**src/rtl/mem_stage.sv**
```systemverilog
// mem_stage: MEM pipeline stage; waits for load data, extracts B/H/W loads, feeds WB and the ID bypass
module mem_stage #(
  parameter int ES_MS_W = 74,
  parameter int MS_WS_W = 70
) (
  input  logic               clk,
  input  logic               resetn,
  input  logic               es_to_ms_valid,
  input  logic [ES_MS_W-1:0] es_to_ms_bus,
  output logic               ms_allowin,
  input  logic [31:0]        data_sram_rdata,
  input  logic               data_sram_data_ok,
  input  logic               ws_allowin,
  output logic               ms_to_ws_valid,
  output logic [MS_WS_W-1:0] ms_to_ws_bus,
  output logic [38:0]        ms_to_ds_fwd
);
  typedef enum logic [1:0] {S_IDLE, S_WAIT, S_DONE} state_t;
  state_t state, state_nxt;
  logic [ES_MS_W-1:0] bus_r;
  logic [31:0] buf_r, pc, alu_result, ld_word, ld_data, final_result;
  logic [15:0] ld_half;
  logic [7:0] ld_byte;
  logic [4:0] dest;
  logic [2:0] mem_op;
  logic gr_we, res_from_mem, ms_ready_go, load_pending;
  assign {pc, gr_we, dest, alu_result, res_from_mem, mem_op} = bus_r;
  always_ff @(posedge clk or negedge resetn) begin
    if (!resetn) state <= S_IDLE;
    else state <= state_nxt;
  end
  always_comb begin
    state_nxt = ms_allowin ? (es_to_ms_valid ? (es_to_ms_bus[3] ? S_WAIT : S_DONE) : S_IDLE)
              : (state == S_WAIT && data_sram_data_ok) ? S_DONE : state;
  end
  always_comb begin
    ms_ready_go    = state == S_DONE || (state == S_WAIT && data_sram_data_ok);
    ms_allowin     = state == S_IDLE || (ms_ready_go && ws_allowin);
    ms_to_ws_valid = state != S_IDLE && ms_ready_go;
    load_pending   = state == S_WAIT && !data_sram_data_ok;
  end
  always_ff @(posedge clk or negedge resetn) begin
    if (!resetn) begin
      bus_r <= '0;
      buf_r <= '0;
    end else begin
      if (es_to_ms_valid && ms_allowin) bus_r <= es_to_ms_bus;
      if (state == S_WAIT && data_sram_data_ok) buf_r <= data_sram_rdata;
    end
  end
  always_comb begin
    ld_word      = state == S_WAIT ? data_sram_rdata : buf_r;
    ld_byte      = ld_word[{alu_result[1:0], 3'b000} +: 8];
    ld_half      = alu_result[1] ? ld_word[31:16] : ld_word[15:0];
    ld_data      = mem_op == 3'b001 ? {{24{ld_byte[7]}}, ld_byte}
                 : mem_op == 3'b101 ? {24'b0, ld_byte}
                 : mem_op == 3'b010 ? {{16{ld_half[15]}}, ld_half}
                 : mem_op == 3'b110 ? {16'b0, ld_half} : ld_word;
    final_result = res_from_mem ? ld_data : alu_result;
  end
  assign ms_to_ws_bus = {pc, gr_we, dest, final_result};
  assign ms_to_ds_fwd = {state != S_IDLE && gr_we, load_pending, dest, final_result};
endmodule

```
**config.mk**
```make
export PLATFORM = sky130hd
export DESIGN_NAME = mem_stage
export DESIGN_NICKNAME = d
export VERILOG_FILES = /design/src/rtl/mem_stage.sv
export SDC_FILE = /design/constraint.sdc
export NUM_CORES = 1
export LEC_CHECK = 0
export ABC_AREA = 1
export BUFFER_PORTS_ARGS = -buffer_cell sky130_fd_sc_hd__clkbuf_2
export CORE_MARGIN = 2
export CORE_UTILIZATION = 51
export DETAILED_ROUTE_END_ITERATION = 16
export GPL_TIMING_DRIVEN = 0
export HOLD_SLACK_MARGIN = 0.1
export PLACE_DENSITY = 0.9
export SLEW_MARGIN = 20
export SYNTH_ARGS = -nofsm -noshare
export SYNTH_HDL_FRONTEND = slang
export SYNTH_SLANG_ARGS = --single-unit
```
**constraint.sdc**
```tcl
create_clock -name clk -period 2.05 [get_ports clk]
set_input_delay 0.1025 -clock clk [delete_from_list [all_inputs] [get_ports clk]]
set_output_delay 0.1025 -clock clk [all_outputs]
set_load 0.02 [all_outputs]
```
==> results of run 1 <==
## per-stage QoR
step,hold WS [ns],TNS [ns],cells,util
after CTS,0.108,-5.87,1388,0.878
after detailed placement,0.0190,-4.08,1248,0.629
after global placement,0.298,-66.44,1247,0.626
after floorplan,-0.193,0,879,-
## cell families after synthesis
| logic type | Yosys count | synth area share |
|---|---|---|
| flops | 108 | 0.436 |
| buf+inv | 175 | 0.159 |
| compound gates | 119 | 0.0989 |
| simple gates | 477 | 0.306 |
## what timing repair did
action	CTS
pin swaps	45
cloned	4
endpoints found under the hold margin	214
hold buffers	108
setup endpoints to repair	64
resized for setup	333
setup buffers	14
## layer usage
metal,overflow,global-route usage
met2,16,0.922
met1,1,0.713
met4,24,0.799
met5,0,0.325
met3,0,0.640
## synthesized netlist by cell type
master,instances
buf_6,3
nand2_4,1
buf_4,77
buf_1,1
a21oi_1,63
nor3_1,7
and2_1,1
o21ai_0,49
clkbuf_1,27
o211ai_1,1
nor2_1,48
inv_2,2
nor2_4,1
nand2_2,1
nand2_1,355
buf_2,13
nand3_1,63
o21a_1,6
clkinv_1,1
inv_1,51
dfrtp_1,108
==> summary.txt, run 1 <==
Status
  • Status: stopped before the end
  • Exit stage: 5_1_grt
  • Run Error: [ERROR GRT-0232] Routing congestion too high. Check the congestion heatmap in the GUI.

Die
  • Die Wd: 114 um
  • Die height: 114 um
  • Ports: 222
  • Initial Util: 0.518
  • Site Rows: 40

Place
  • Post-DP HPWL: 13800 um
  • Dpl ws: -0.393 ns
  • Placer Congestion: 0.931
  • Port-buffer cells: 221
  • Cell area after placement: 0.00752 mm^2

Logic synthesis
  • Yosys warns: 0
  • Synth area leader: dfrtp_1
  • Mapped Nets: 990
  • Post-synth top area share: 0.436
  • Distinct cells, synth: 21
  • Gate Count Post-Synth: 879
  • Synth top area cells: dfrtp_1 44%, nand2_1 21%, buf_4 9.3%
  • FF+latch count, synth: 108
  • Synth Cell Area: 0.00620 mm^2
  • Post-synthesis sequential area ratio: 0.436
  • Syn Area/Cell: 7.05 um^2

Timing
  • Worst_ep grt: ms_to_ws_bus[12]
  • Kind of the worst endpoint: top-level output

Global routing
  • Pin count of the biggest net entering global routing: 79
  • Grt ovf: 41
  • Overall routing resource usage: 0.758

CTS
  • Clock Sinks: 108
  • CTS Root Cell: clkbuf_16
  • H-tree depth: 3
  • Num CTS Buffers: 9
  • Max Buffers Root-to-Sink: 2
==> run 2, diff against run 1 <==
--- a/config.mk
+++ b/config.mk
@@ -8,11 +8,10 @@
 export ABC_AREA = 1
 export BUFFER_PORTS_ARGS = -buffer_cell sky130_fd_sc_hd__clkbuf_2
 export CORE_MARGIN = 2
-export CORE_UTILIZATION = 51
+export CORE_UTILIZATION = 40
 export DETAILED_ROUTE_END_ITERATION = 16
 export GPL_TIMING_DRIVEN = 0
-export HOLD_SLACK_MARGIN = 0.1
-export PLACE_DENSITY = 0.9
+export PLACE_DENSITY_LB_ADDON = 0.15
 export SLEW_MARGIN = 20
 export SYNTH_ARGS = -nofsm -noshare
 export SYNTH_HDL_FRONTEND = slang
==> summary.txt, run 2 <==
Setup path
  • Arrival time at the worst endpoint: 2.20 ns
  • CP Class: reg2out
  • R2R Path Start: state[1]
  • Type of origin of the critical path: register
  • Reg-to-Reg End: bus_r[24]
  • Req. time, crit path: 1.95 ns
  • Depth of the worst register-to-register path: 14
  • Crit-path max FO: 9
  • Critical Path End Type: output pin
  • Reg2Reg Setup Slack: 0.09 ns

Power and ir drop
  • Combinational share of power: 0.732
  • Switching power total: 9970 uW
  • Total power: 21000 uW
  • Peak supply drop: 1.35 mV
  • Clk network pwr share: 0.083
  • Switch share: 0.476
  • Internal cell power: 11000 uW
  • Lkg Pwr: 0.00561 uW
  • Pwr/cell area: 1960 mW/mm^2
  • Seq pwr share: 0.184

Place
  • DP Cell Count: 1289
  • Post-DP HPWL: 14600 um
  • Port-buffer cells: 221
  • Placer Congestion: 0.903

Logic synthesis
  • Synth Cell Area: 0.00620 mm^2
  • Asr flop ratio synth: 1.00
  • Post-synthesis sequential area ratio: 0.436
  • Distinct cells, synth: 21
  • Top cell types by occurrence after synthesis: 355 x nand2_1, 108 x dfrtp_1, 77 x buf_4, 63 x a21oi_1, 63 x nand3_1
  • Synth area leader: dfrtp_1
  • Top_reg_cell synth: dfrtp_1
  • Syn Area/Cell: 7.05 um^2
  • Yosys warns: 0
  • Gate Count Post-Synth: 879
  • Top-count cell post-synth: nand2_1
  • Mapped Nets: 990
  • EDFF count, synth: 0
  • FF+latch count, synth: 108
  • Synth top area cells: dfrtp_1 44%, nand2_1 21%, buf_4 9.3%
  • Post-synth top area share: 0.436

Timing
  • Final-report hold violation count: 0
  • Slew @ Worst Pin: 0.693 ns
  • Slew HR: 0.538
  • Final period util: 1.12
  • Final Max Slew Viols: 0
  • RSZ-0062 raised after global routing: yes
  • Final Skew: 0.00699 ns
  • Fmax: 435 MHz
  • Setup violators final: 63
  • PnR worst setup slack: -0.250 ns
  • Tmin final: 2.30 ns

Hold path
  • Hold crit path type: in2reg
  • Worst Hold End: buf_r[1]
  • Hold_sp: data_sram_rdata[1]
  • Hold path depth: 3

Route
  • Drt total wl: 22900 um
  • Via count: 7056
  • Vias/cell: 4.95
  • Initial DRC Count: 485
  • TritonRoute pass-1 iters: 6
  • # DRC: 0
  • Drt wl/cell: 16.0 um
  • Detail Route Antenna Nets: 0

Final layout
  • Commonest non-fill, non-tap cell in the layout: nand2_1
  • Commonest cells after routing, fill and taps aside: 329 x nand2_1, 166 x clkbuf_2, 109 x buf_4
  • Layout Nets: 1343
  • Biggest regs: bus_r: 74 flops, buf_r: 32 flops, state: 2 flops
  • Layout area overhead: 72.3%
  • Final design utilization: 0.705
  • Fill cells: 1187
  • Biggest register: bus_r
  • Max reg flops: 74
  • Ratio of cells with drive above 1 in the final layout: 0.422
  • Layout Cells excl Fill: 1426

Global routing
  • Pin count of the biggest net entering global routing: 80
  • First-pass GRT wire length: 34300 um
  • Grt ovf: 0
  • Via count of the first global-routing pass: 6841
  • Initial antenna violation count: 0
  • Overall routing resource usage: 0.265

Die
  • Die height: 128 um
  • Ports: 222
  • Site Rows: 45
  • Core Box Area: 0.0151 mm^2
  • DIE AREA: 0.0165 mm^2
  • Die Wd: 128 um
  • Initial Util: 0.409

CTS
  • CTS Root Cell: clkbuf_16
  • Clock Sinks: 108
  • Clock Pin Slew Worst Setup and Hold Paths: 0.08 ns
  • H-tree depth: 3
  • Max Buffers Root-to-Sink: 2
  • Num CTS Buffers: 9
  • CTS tree: yes
  • Clk_lat worst skew: 0.36 ns

Job
  • Max-Cap Viols: 0

Status
  • Failing checks: negative setup slack
  • Status: finished with violations
==> run 2: cell counts after synthesis <==
Identical to the previous run, type by type.
==> run 2: area by class of cell <==
class	count	area, um^2	area share
Antenna cell	1	2.50	0.000234
Inverter	54	211	0.0198
Multi-Input combinational cell	596	3420	0.320
Timing Repair Buffer	344	2840	0.266
Sequential cell	108	2710	0.253
Clock buffer	10	229	0.0214
Clock inverter	6	56.3	0.00527
Tap cell	188	235	0.0220
Buffer	119	980	0.0917
==> run 2: power by group through the flow <==
stage	sequential [uW]	clock, uW	combinational, uW
floorplan	3570	0	7200
global placement	3730	0	10000
detailed placement	3720	0	10100
CTS	3800	1770	13400
global route	3990	1850	16300
finish	3870	1750	15400
==> run 2: cells by family after synthesis <==
family	share of synthesized area
simple gates	0.306
buf+inv	0.159
compound gates	0.0989
flops	0.436
==> run 2: critical path: stages (launching register included) <==
cell and delay, ns:
dfrtp_1 0.37, clkinv_2 0.17, nor2_1 0.24, nand3_2 0.12
nand2_2 0.07, inv_2 0.04, nand2_4 0.09, nand2_8 0.11
buf_12 0.19, a21oi_4 0.17, buf_4 0.14, buf_4 0.13
==> run 2: per-stage QoR <==
step | hold WS [ns] | cell area (um^2) | TNS (ns) | worst slack [ns]
floorplan | -0.193 | 6200 | 0 | 0.0286
global placement | 0.298 | 7540 | -86.89 | -0.772
detailed placement | 0.0196 | 7580 | -5.54 | -0.478
CTS | 0.00366 | 10100 | -9.29 | -0.209
global route | 0.0161 | 10700 | -15.33 | -0.319
finish | 0.00487 | 10700 | -10.65 | -0.250
==> run 2: worst max path at each step <==
stage,from,to,slack (ns)
after detailed placement,state[1],ms_to_ws_bus[8],-0.48
final,bus_r[4],ms_to_ws_bus[9],-0.25
after CTS,state[1],ms_to_ws_bus[9],-0.21
after global routing,bus_r[4],ms_to_ws_bus[9],-0.32
after floorplan,state[1],ms_to_ws_bus[8],0.03
after global placement,resetn,bus_r[38],-0.77
==> run 2: metal layers <==
metal  share of wire  track usage
met5               0            0
met4           0.027       0.0840
met3           0.054       0.0516
met2            0.51        0.456
met1            0.41        0.338
==> run 2: timing repair <==
action / 4_1_cts / 5_1_grt
setup endpoints to repair: 64 / 138
resized for setup: 286 / 187
buffers inserted: 19 / 9
cloned: 4 / 1
hold endpoints to repair: 117 / 0
pin swaps: 28 / 36
hold buffers: 89 / 0
(Power assumes the default switching activity.)
